<file path="src/rtl/button_event_arbiter_pkg.sv">
// button_event_arbiter_pkg: shared types, constants and helpers for the button event arbiter.
package button_event_arbiter_pkg;

    localparam int CLK_PERIOD_NS = 8;

    typedef enum logic {SLOT_EMPTY, SLOT_FULL} slot_state_e;

    function automatic logic [4:0] popcount16(input logic [15:0] v);
        logic [4:0] c;
        c = '0;
        for (int i = 0; i < 16; i++) c = c + 5'(v[i]);
        return c;
    endfunction

endpackage

</file>
<file path="src/rtl/rr_priority_picker.sv">
// rr_priority_picker: round-robin pick of the first request at or above ptr, wrapping.
module rr_priority_picker #(
    parameter int WIDTH = 4,
    parameter int ID_W  = $clog2(WIDTH)
) (
    input  logic [WIDTH-1:0] req,
    input  logic [ID_W-1:0]  ptr,
    output logic [WIDTH-1:0] gnt,
    output logic [ID_W-1:0]  gnt_id
);

    logic [2*WIDTH-1:0] dbl;
    logic [WIDTH-1:0]   rot;
    logic [ID_W-1:0]    off;
    logic [ID_W:0]      sum;
    logic               hit;

    always_comb begin
        dbl = {req, req} >> ptr;
        rot = dbl[WIDTH-1:0];
        off = '0;
        hit = 1'b0;
        // descending scan so the lowest rotated index wins
        for (int i = WIDTH - 1; i >= 0; i--) begin
            if (rot[i]) begin
                off = ID_W'(i);
                hit = 1'b1;
            end
        end
        sum    = {1'b0, off} + {1'b0, ptr};
        gnt_id = (sum >= (ID_W+1)'(WIDTH)) ? ID_W'(sum - (ID_W+1)'(WIDTH)) : sum[ID_W-1:0];
        gnt    = hit ? (WIDTH'(1) << gnt_id) : '0;
    end

endmodule

</file>
<file path="src/rtl/button_event_arbiter.sv">
// button_event_arbiter: serializes per-channel edge pulses into one valid/ready event stream
// with round-robin service and a saturating drop counter.
module button_event_arbiter
    import button_event_arbiter_pkg::*;
#(
    parameter  int WIDTH = 4,
    parameter  int CNT_W = 8,
    localparam int ID_W  = $clog2(WIDTH)
) (
    input  logic             clk,
    input  logic             rst_n,
    input  logic [WIDTH-1:0] edge_pulse,
    output logic             evt_valid,
    output logic [ID_W-1:0]  evt_id,
    input  logic             evt_ready,
    output logic [WIDTH-1:0] pending,
    output logic [CNT_W-1:0] drop_count,
    input  logic             drop_clear
);

    slot_state_e      state_q, state_d;
    logic [WIDTH-1:0] pending_q, pending_d, pick_gnt, gnt, drops;
    logic [ID_W-1:0]  pick_id, evt_id_q, evt_id_d, rr_q, rr_d;
    logic [CNT_W-1:0] drop_q, drop_d;
    logic [CNT_W+4:0] drop_sum;
    logic             xfer, grant_en;

    rr_priority_picker #(.WIDTH(WIDTH), .ID_W(ID_W)) u_picker (
        .req    (pending_q),
        .ptr    (rr_q),
        .gnt    (pick_gnt),
        .gnt_id (pick_id)
    );

    always_comb begin
        xfer      = (state_q == SLOT_FULL) && evt_ready;
        grant_en  = ((state_q == SLOT_EMPTY) || xfer) && (|pending_q);
        gnt       = grant_en ? pick_gnt : '0;
        pending_d = (pending_q & ~gnt) | edge_pulse;
        drops     = edge_pulse & pending_q & ~gnt;
        state_d   = grant_en ? SLOT_FULL : (xfer ? SLOT_EMPTY : state_q);
        evt_id_d  = grant_en ? pick_id : evt_id_q;
        rr_d      = grant_en ? ((pick_id == ID_W'(WIDTH - 1)) ? '0 : pick_id + 1'b1) : rr_q;
        // clear applies to the old count only; same-cycle drops still land
        drop_sum  = (drop_clear ? '0 : (CNT_W+5)'(drop_q)) + (CNT_W+5)'(popcount16(16'(drops)));
        drop_d    = (drop_sum > (CNT_W+5)'({CNT_W{1'b1}})) ? '1 : drop_sum[CNT_W-1:0];
    end

    always_ff @(posedge clk or negedge rst_n) begin
        if (!rst_n) begin
            state_q   <= SLOT_EMPTY;
            pending_q <= '0;
            evt_id_q  <= '0;
            rr_q      <= '0;
            drop_q    <= '0;
        end else begin
            state_q   <= state_d;
            pending_q <= pending_d;
            evt_id_q  <= evt_id_d;
            rr_q      <= rr_d;
            drop_q    <= drop_d;
        end
    end

    assign evt_valid  = (state_q == SLOT_FULL);
    assign evt_id     = evt_id_q;
    assign pending    = pending_q;
    assign drop_count = drop_q;

endmodule

</file>
<file path="config.mk">
export PLATFORM = sky130hd
export DESIGN_NAME = button_event_arbiter
export DESIGN_NICKNAME = d
export VERILOG_FILES = /design/src/rtl/button_event_arbiter_pkg.sv /design/src/rtl/rr_priority_picker.sv /design/src/rtl/button_event_arbiter.sv
export SDC_FILE = /design/constraint.sdc
export NUM_CORES = 1
export LEC_CHECK = 0
export CAP_MARGIN = 0
export CORE_ASPECT_RATIO = 1.5
export CORE_MARGIN = 2
export CORE_UTILIZATION = 54
export CTS_BUF_LIST = sky130_fd_sc_hd__clkbuf_4 sky130_fd_sc_hd__clkbuf_8 sky130_fd_sc_hd__clkbuf_16
export DETAILED_ROUTE_END_ITERATION = 10
export PLACE_DENSITY = 0.95
export REMOVE_ABC_BUFFERS = 1
export SYNTH_ARGS = -nofsm -noshare
export SYNTH_HDL_FRONTEND = slang
export SYNTH_HIERARCHICAL = 1
export SYNTH_SLANG_ARGS = --single-unit
</file>
<file path="constraint.sdc">
create_clock -name clk -period 7.6 [get_ports clk]
set_input_delay 1.52 -clock clk [delete_from_list [all_inputs] [get_ports clk]]
set_output_delay 1.52 -clock clk [all_outputs]
set_load 0.005 [all_outputs]
</file>
## Word level (Yosys, flattened, before mapping)

Index checks and enable logic that the tools add are counted.

| storage, ports and cells | value |
|---|---|
| bits in registers | 17 |
| bits of input ports | 8 |
| word-level logic and storage cells | 44 |

| cells by class | value |
|---|---|
| equality and inequality tests | 1 |
| multiplexer cells | 16 |
| bitwise gates (word level) | 6 |
| order comparisons | 2 |
| shift-type cells | 2 |
| add/sub/neg operators | 7 |
| reduce and logical (&&, ||, !) cells | 5 |

Operators by type and width:

| kind | count |
|---|---|
| 2-to-1 mux 8 bit | 2 |
| AND 4 bit | 3 |
| 2-to-1 mux 2 bit | 6 |
| adder 8 x 4 -> 9 bit | 1 |
| greater-than comparator 9 x 8 -> 1 bit (second input constant) | 1 |
| 2-to-1 mux 4 bit | 2 |
| right shift 8 x 2 -> 4 bit | 1 |
| 2-to-1 mux 1 bit | 6 |
| adder 3 x 1 -> 4 bit | 1 |
| NOT 4 bit | 1 |
| OR 4 bit | 1 |
| OR reduction 4 bit | 1 |
| << shifter 1 x 2 -> 4 bit (first input constant) | 1 |
| adder 2 x 1 -> 3 bit | 1 |
| adder 2 x 2 -> 3 bit | 1 |
| greater-or-equal comparator 3 bit (second input constant) | 1 |
| adder 1 x 1 -> 2 bit | 1 |
| adder 2 x 1 -> 2 bit (second input constant) | 1 |
| equality test 2 bit (second input constant) | 1 |
| logical AND 1 bit | 2 |
| nonzero test 2 bit | 1 |
| subtractor 2 x 1 -> 2 bit (second input constant) | 1 |
| logical OR 1 bit | 1 |
| NOT 1 bit | 1 |

## Depth between registers and ports, before layout

Gate-level depths: netlist of run 1.

| logic depth | value |
|---|---|
| depth in word-level cells | 19 |
| depth in mapped cells | 19 |
| gate-level depth less buffers | 18 |

## By module

Netlist of run 1, hierarchy kept.

By module, submodules not included:

| module | instances | cells each | area an instance (um2) | seq. area each (um2) |
|---|---|---|---|---|
| button_event_arbiter | 1 | 79 | 892.1 | 425.4 |
| rr_priority_picker | 1 | 37 | 257.7 | 0.0 |

## Worst setup path after synthesis of run 1

Ideal clock, no wire load.

| path | value |
|---|---|
| path kind | flip-flop to flip-flop |
| start | reg pending_q[0], in the netlist pending[0] |
| end | reg drop_q[7], in the netlist drop_count[7] |
| clock period less this slack | 3832 ps |
| setup time | 65 ps |
| buffers on the path | 0 |
| arrival | 3767 ps |
| stages on the path, launching flop included | 19 |
| path slack | 3768 ps |
| cell sequence | dfrtp_1 inv_1 o21ai_0 a21oi_1 o31a_1 ha_1 nor2b_1 nand2_1 mux2i_1 nand2_1 and3_2 fa_1 inv_1 fa_1 inv_1 fa_1 and3b_1 o2111ai_1 o211a_1 |

| between the ends | value |
|---|---|
| word-level cells in the longest chain between the ends | 19 |
| elaborated cells on any way between the ends | 27 |
| classes of those cells | add/sub: 6; order compare: 2; shift: 2; mux: 12; bitwise: 3; reduce/logical: 2 |

RTL lines:

| element | RTL line | source |
|---|---|---|
| from (decl) | button_event_arbiter.sv:22 | `logic [WIDTH-1:0] pending_q, pending_d, pick_gnt, gnt, drops;` |
| from (signal assigned) | button_event_arbiter.sv:58 | `pending_q <= pending_d;` |
| right shift 8 x 2 -> 4 bit (*) | rr_priority_picker.sv:19 | `dbl = {req, req} >> ptr;` |
| 2-to-1 mux 2 bit (3 in a row) | rr_priority_picker.sv:25 | `if (rot[i]) begin` |
| 2-to-1 mux 2 bit (*) | rr_priority_picker.sv:25 |  |
| adder 2 x 2 -> 3 bit (*) | rr_priority_picker.sv:30 | `sum = {1'b0, off} + {1'b0, ptr};` |
| greater-or-equal comparator 3 bit or subtractor 2 x 1 -> 2 bit (tied branches) | rr_priority_picker.sv:31 | `gnt_id = (sum >= (ID_W+1)'(WIDTH)) ? ID_W'(sum - (ID_W+1)'(WIDTH)) : sum[ID_W-1:0];` |
| 2-to-1 mux 2 bit (*) | rr_priority_picker.sv:31 |  |
| named net pick_id[0] | button_event_arbiter.sv:23 | `logic [ID_W-1:0] pick_id, evt_id_q, evt_id_d, rr_q, rr_d;` |
| << shifter 1 x 2 -> 4 bit (*) | rr_priority_picker.sv:32 | `gnt = hit ? (WIDTH'(1) << gnt_id) : '0;` |
| [... 1 more ...] | - |  |
| named net pick_gnt[1] | button_event_arbiter.sv:22 |  |
| [... 2 more ...] | - |  |
| AND 4 bit (*) | button_event_arbiter.sv:40 | `drops = edge_pulse & pending_q & ~gnt;` |
| adder 1 x 1 -> 2 bit (*) | button_event_arbiter_pkg.sv:11 | `for (int i = 0; i < 16; i++) c = c + 5'(v[i]);` |
| adder 2 x 1 -> 3 bit (*) | button_event_arbiter_pkg.sv:11 |  |
| adder 3 x 1 -> 4 bit (*) | button_event_arbiter_pkg.sv:11 |  |
| adder 8 x 4 -> 9 bit (*) | button_event_arbiter.sv:45 | `drop_sum = (drop_clear ? '0 : (CNT_W+5)'(drop_q)) + (CNT_W+5)'(popcount16(16'(drops)));` |
| greater-than comparator 9 x 8 -> 1 bit | button_event_arbiter.sv:46 | `drop_d = (drop_sum > (CNT_W+5)'({CNT_W{1'b1}})) ? '1 : drop_sum[CNT_W-1:0];` |
| 2-to-1 mux 8 bit (*) | button_event_arbiter.sv:46 |  |
| named net drop_d[7] | button_event_arbiter.sv:24 | `logic [CNT_W-1:0] drop_q, drop_d;` |
| to (signal assigned) | button_event_arbiter.sv:61 | `drop_q <= drop_d;` |
| to (decl) | button_event_arbiter.sv:24 |  |

The timed path passes the listed nets; every way through them passes the cells marked *.
A chain may end at the register's enable or synchronous reset.

## Final worst setup path of run 1

| path | value |
|---|---|
| start | reg pending_q[0], in the netlist pending[0] |
| end | reg drop_q[3], in the netlist drop_count[3] |

The elaborated chain is that of the path after synthesis.

==> impl_results.md, run 1 <==
* Status: finished clean
* Startpoint Class: flip-flop
* Fin crit share at 0.569
* Worst path max stage delay at 0.54 ns
* CTS Buf Count at 3
* DR vias at 973
* Final ANT Viol Nets at 0
* WL/cell at 15.2 um
* Gate Count Post-Synth at 116
* Number of global-route vias before repair at 919
* Largest net degree at the start of global routing at 18
* Worst path required time at 7.77 ns
* Simple-Gate Fraction of Synth Area at 0.225
* Root Driver: clkbuf_4
* First-pass GRT wire length at 4.04 mm
* Synth warn at 6
* Drc violations at 0
* Most common cell after layout, fill and taps aside: clkdlybuf4s50_1
* Initial Util at 0.567
* Leak at 0.609 nW
* Commonest non-fill, non-tap cells in the layout: clkdlybuf4s50_1, dfrtp_1, nand2_1
* Core ar. at 0.00203 sq mm
* Initial DRC count at 13
* Row count at 20
* Initial antenna violation count at 0
* Pwr/cell area at 418 mW/mm^2
* Clk slew on worst S/H paths at 0.10 ns
* Worst EP arrival at 4.50 ns
* Synth Area in XOR/XNOR at 0.0229
* Worst-skew pair later-pin latency at 0.28 ns
* CTS tree: yes
* Final setup TNS at 0 ns
* Diodes inserted at 0
* Mux cell area share after synthesis at 0.0914
* Die Footprint at 0.00252 sq mm
* CTS Buffer Depth at 2
* Final-report setup violation count at 0
* Die Wd at 41.7 um
* Final hold violation count at 0
* Final setup margin at 3.27 ns
* Post-Route Utilization at 0.695
* Vias per std cell at 6.01
* Yosys top cell by area: dfrtp_1
* Hold Path Class: reg -> reg
* Share of cells above drive strength 1 at 0.0857
* Setup crit start: pending[0]
* Worst VDD drop at 0.000256 V
* Drt pass-1 iters at 4
* Worst-Margin Slew at 0.766 ns
* Adder-cell share of the synthesized area at 0.0849
* Synth top area share at 0.370
* CTS Sinks at 17
* Total gr overflow at 0
* Worst-path fanout max at 10
* Max-cap viol count at 0
* Port Buffers at 22
* Synth top area cells: dfrtp_1, fa_1, mux2i_1
* Synth cell types at 40
* Fin crit period at 4.33 ns
* CP max-delay cell: dfrtp_1
* Final nets at 155
* Cts hold-fix bufs at 0
* Post-DP HPWL at 1.97 mm
* Syn Area/Cell at 9.91 sq um
* Post-cts resize count at 0
* RSZ-0062 raised after global routing: false
* I/O pin count at 23
* Die H at 60.5 um
* R2R Path Start: pending[0]
* Gpl congestion at 0.797
* Hold Startpoint: evt_id[1]
* Max Freq at 231 MHz
* Slew Limit Headroom at 0.488
* Compound-cell area share of the yosys netlist at 0.165
* Overall Global Routing Usage at 0.206
* Number of flops mapped to enable cells by yosys at 0
* Final wirelength at 2.47 mm
* Max Clock Skew at 0.00333 ns
* CP Capture Type: flip-flop
* Post-synthesis sequential area ratio at 0.370
* Ys flop type: dfrtp_1
* Yosys reg bits at 17
* CP Cell Sequence: inv_1 -> o21ai_0 -> a21oi_1 -> o31a_1 -> ha_1 -> nor2b_1 -> nand2_1 -> mux2i_1 -> nand2_1 -> and3_2 -> fa_1 -> inv_1 -> fa_1 -> inv_1 -> fa_1 -> a2bb2oi_1 -> a221oi_1
* Area growth, synth to finish at 22.5%
* H-tree depth at 1
* Max Slew Vio Count at 0
* Async set-reset flop share out of synthesis at 1.00
* CP Class: reg -> reg
* Post-CTS setup buffer count at 0
* Post-synthesis cell area at 0.00115 sq mm
* Largest family of logic cells by synthesized area: simple AND/OR/NAND/NOR gates
* Setup WS pre-CTS at 3.11 ns
## area by class of cell
class | instances | area, sq um
multi-input cells | 89 | 678
fillers | 159 | 618
inverters | 8 | 30.0
repair buffers | 22 | 220
clock inverters | 1 | 5.00
clock buffers | 3 | 22.5
flip-flops and latches | 17 | 425
well taps | 22 | 27.5
## worst paths after layout
check / depth (start not counted) / slack (ns) / endpoint
worst max-delay path: 17 / 3.27 / drop_count[3]
worst min-delay path: 1 / 0.50 / evt_id[1]
worst max register to register: 17 / 3.27 / drop_count[3]
worst min register to register: 1 / 0.50 / evt_id[1]
max in group asynchronous: 1 / 5.44 / pending[2]
min in group asynchronous: 1 / 1.68 / drop_count[6]
## worst max-delay path, delay by kind of cell, from the launching register on
| family | cells | cell delay [ns] |
|---|---|---|
| flip-flops | 1 | 0.54 |
| AND/OR/NAND/NOR | 4 | 0.58 |
| adder cells (fa/ha/maj) | 4 | 1.62 |
| multiplexers | 1 | 0.14 |
| buffers and inverters | 3 | 0.27 |
| AO/OA/AOI/OAI | 5 | 1.07 |
## layer usage
layer	wire length, um	GRT usage	up-vias
li1	-	-	465
met1	1010	0.237	489
met2	1360	0.397	17
met3	80	0.0268	2
met4	12	0.0645	0
met5	0	0	-
## cell usage after synthesis, drive strengths merged (3+ instances only)
library cell	instances
dfrtp	17
inv	8
or2	3
mux2	4
nor4	3
fa	3
a21boi	4
nand2b	6
mux2i	6
ha	3
nor2	7
nor2b	5
nand2	10
and2	3
a21oi	5
## kinds of logic after synthesis
kind of cell,count (synthesis)
fa+ha+maj,6
xor+xnor,3
flops,17
mux,10
buf+inv,10
simple gates,46
compound gates,24
## through the flow
step           hold slack (ns)  power, W  cell area (sq um)  cells
2_1_floorplan            0.483  0.000416               1130    114
3_3_place_gp             0.473  0.000518               1380    158
3_5_place_dp             0.478  0.000543               1380    158
4_1_cts                  0.502  0.000591               1410    162
5_1_grt                  0.528  0.000643               1410    162
6_report                 0.497  0.000589               1410    162
## state kept, by name, summed over array words and instances, names as in the netlist
name        count
drop_count      8
pending         4
evt_id          2
rr_q            2
evt_valid       1
## where the power goes
| part | internal (W) | leakage, nW | switching (W) |
|---|---|---|---|
| Combinational | 0.000185 | 0.392 | 0.000175 |
| Clock | 0.0000195 | 0.0177 | 0.0000276 |
| Sequential | 0.000125 | 0.199 | 0.0000564 |
| Total | 0.000329 | 0.609 | 0.000259 |
Power figures use the tool's default switching activity.
==> inputs of run 2 (changes only) <==
CORE_UTILIZATION = 50   (was 54)
PLACE_DENSITY = 0.9   (was 0.95)
clock period = 4 ns   (was 7.6 ns; I/O delays follow)
==> run 2 against run 1 <==
Compared with the run above:
- setup slack worse by 3.1 ns
- cell count is 8.6% higher
- fmax up 13%
- clock-buffer cell count unchanged
==> impl_results.md, run 2 (synthesis results as in run 1) <==
* WL/cell at 16.0 um (+5.2%)
* Total Power at 0.00139 W (+140%)
* Final hold violation count at 0 (unchanged)
* Worst-Margin Slew at 0.785 ns (+0.0192 ns)
* Status: finished clean
* Die Footprint at 0.00271 sq mm (+7.4%)
* Overall Global Routing Usage at 0.217 (+0.0110)
* Largest net degree at the start of global routing at 18 (unchanged)
* Die Wd at 43.2 um (+3.6%)
* Slew Limit Headroom at 0.475 (-0.0128)
* Final nets at 168 (+8.4%)
* Number of global-route vias before repair at 991 (+7.8%)
* Area occupied by multi-input gates at 736 sq um (+8.5%)
* Fin crit period at 3.84 ns (-0.488 ns)
* Hold Path Class: reg -> reg
* Worst-path fanout max at 5 (-5)
* Initial Util at 0.521 (-0.0463)
* Clk slew on worst S/H paths at 0.10 ns (about the same)
* Max Clock Skew at 0.00145 ns (-0.00188 ns)
* Startpoint Class: flip-flop
* R2R Path Start: pending[0]
* Max-cap viol count at 0 (unchanged)
* CP Class: reg -> reg
* Area growth, synth to finish at 36.8%
* Setup crit start: pending[0]
* CTS Buffer Depth at 2 (unchanged)
* Worst VDD drop at 0.000524 V (+100%)
* Post-DP HPWL at 2.04 mm (+3.9%)
* CTS Buf Count at 3 (unchanged)
* Root Driver: clkbuf_4
* Initial antenna violation count at 0 (unchanged)
* Filler instances at 174 (+9.4%)
* CP Capture Type: flip-flop
* Row count at 21 (+5.0%)
* Final wirelength at 2.82 mm (+14%)
* Pwr/cell area at 881 mW/mm^2 (+110%)
* Share of cells above drive strength 1 at 0.268 (+0.182)
* Leak at 0.679 nW (+12%)
* Final-report setup violation count at 0 (unchanged)
* Most common cell after layout, fill and taps aside: clkdlybuf4s50_1
* Max Slew Vio Count at 0 (unchanged)
* Worst path required time at 4.19 ns (-3.58 ns)
* Initial DRC count at 18 (+5)
* CTS Sinks at 17 (unchanged)
* Die H at 62.7 um (+3.7%)
* I/O pin count at 23 (unchanged)
* Cts hold-fix bufs at 0 (unchanged)
* R2r worst-path depth at 16 (-1)
* Post-Route Utilization at 0.713 (+0.0175)
* Final ANT Viol Nets at 0 (unchanged)
* Post-Place Cell Area at 0.00144 sq mm (+4.4%)
* Gpl congestion at 0.793 (-0.49%)
* Sequential cell area at 429 sq um (+0.88%)
* Number of flip-flops in the largest register at 8 (unchanged)
* Drt pass-1 iters at 4 (unchanged)
* Diodes inserted at 0 (unchanged)
* Commonest non-fill, non-tap cells in the layout: clkdlybuf4s50_1, dfrtp_1, buf_4
* Max Freq at 260 MHz (+13%)
* Total gr overflow at 0 (unchanged)
* First-pass GRT wire length at 4.49 mm (+11%)
* Core ar. at 0.00221 sq mm (+8.9%)
* H-tree depth at 1 (unchanged)
* Worst Setup EP: drop_count[5]
* Worst EP arrival at 4.03 ns (-0.47 ns)
* Port Buffers at 22 (unchanged)
* Worst-skew pair later-pin latency at 0.31 ns (+0.03 ns)
* Fin area at 0.00157 sq mm (+12%)
* Vias per std cell at 5.82 (-3.0%)
* Worst R2R End: drop_count[5]
* Drc violations at 0 (unchanged)
* Setup slack, reg-to-reg at 0.16 ns (-3.11 ns)
* CTS tree: yes
* Fin crit share at 0.960 (+0.391)
* DR vias at 1025 (+5.3%)
## run 2: worst min-delay path by stage
stage / to / startpoint / cells after the start
2_1_floorplan: evt_id[0] / evt_id[0] / 1
3_3_place_gp: evt_id[0] / evt_id[0] / 1
3_5_place_dp: evt_id[0] / evt_id[0] / 1
4_1_cts: evt_id[0] / evt_id[0] / 1
5_1_grt: evt_id[0] / evt_id[0] / 1
6_report: evt_id[0] / evt_id[0] / 1
## run 2: per-stage QoR
stage | hold WS, ns | setup slack [ns] | instances | setup TNS, ns
final | 0.496 | 0.160 | 176 | 0
after global routing | 0.507 | -0.0470 | 176 | -0.101
after CTS | 0.499 | 0.0169 | 171 | 0
after detailed placement | 0.475 | -0.0679 | 167 | -0.0830
after global placement | 0.471 | 0.134 | 167 | 0
after floorplan | 0.483 | 0.167 | 114 | 0
## run 2: per-layer routing
metal  share of wire  global-route usage  vias up
met5               0                   0        -
met4           0.018               0.102        0
met3           0.034              0.0260        5
met2            0.55               0.388       34
met1            0.40               0.245      499
li1                -                   -      487
## run 2: area by class of cell
| cell class | count | area share |
|---|---|---|
| multi-input cells | 89 | 0.468 |
| flip-flops and latches | 17 | 0.273 |
| repair buffers | 35 | 0.204 |
| inverters | 8 | 0.0191 |
| well taps | 23 | 0.0183 |
| clock buffers | 3 | 0.0143 |
| clock inverters | 1 | 0.00318 |
## run 2: critical path, cell delays in order (launching register included)
cell       delay (ns)
dfrtp_1          0.40
inv_1            0.08
o21ai_1          0.14
a21oi_1          0.10
o31a_1           0.29
ha_4             0.30
nor2b_2          0.15
nand2_1          0.08
mux2i_1          0.15
nand2_1          0.09
and3_2           0.23
fa_1             0.53
inv_2            0.05
fa_2             0.39
nor2b_1          0.32
a2bb2oi_1        0.29
a221oi_1         0.13
## run 2: timing repair
item / 4_1_cts / 5_1_grt
gates resized for setup: 2 / 18
pin swaps: 0 / 3
endpoints found under the setup margin: 3 / 8
setup buffers: 0 / 5
## run 2: report_power, final
| part | total (W) | switching (W) | internal (W) |
|---|---|---|---|
| registers | 0.000316 | 0.0000755 | 0.000240 |
| clock network | 0.0000987 | 0.0000613 | 0.0000374 |
| logic | 0.000971 | 0.000447 | 0.000525 |
| total | 0.00139 | 0.000583 | 0.000802 |
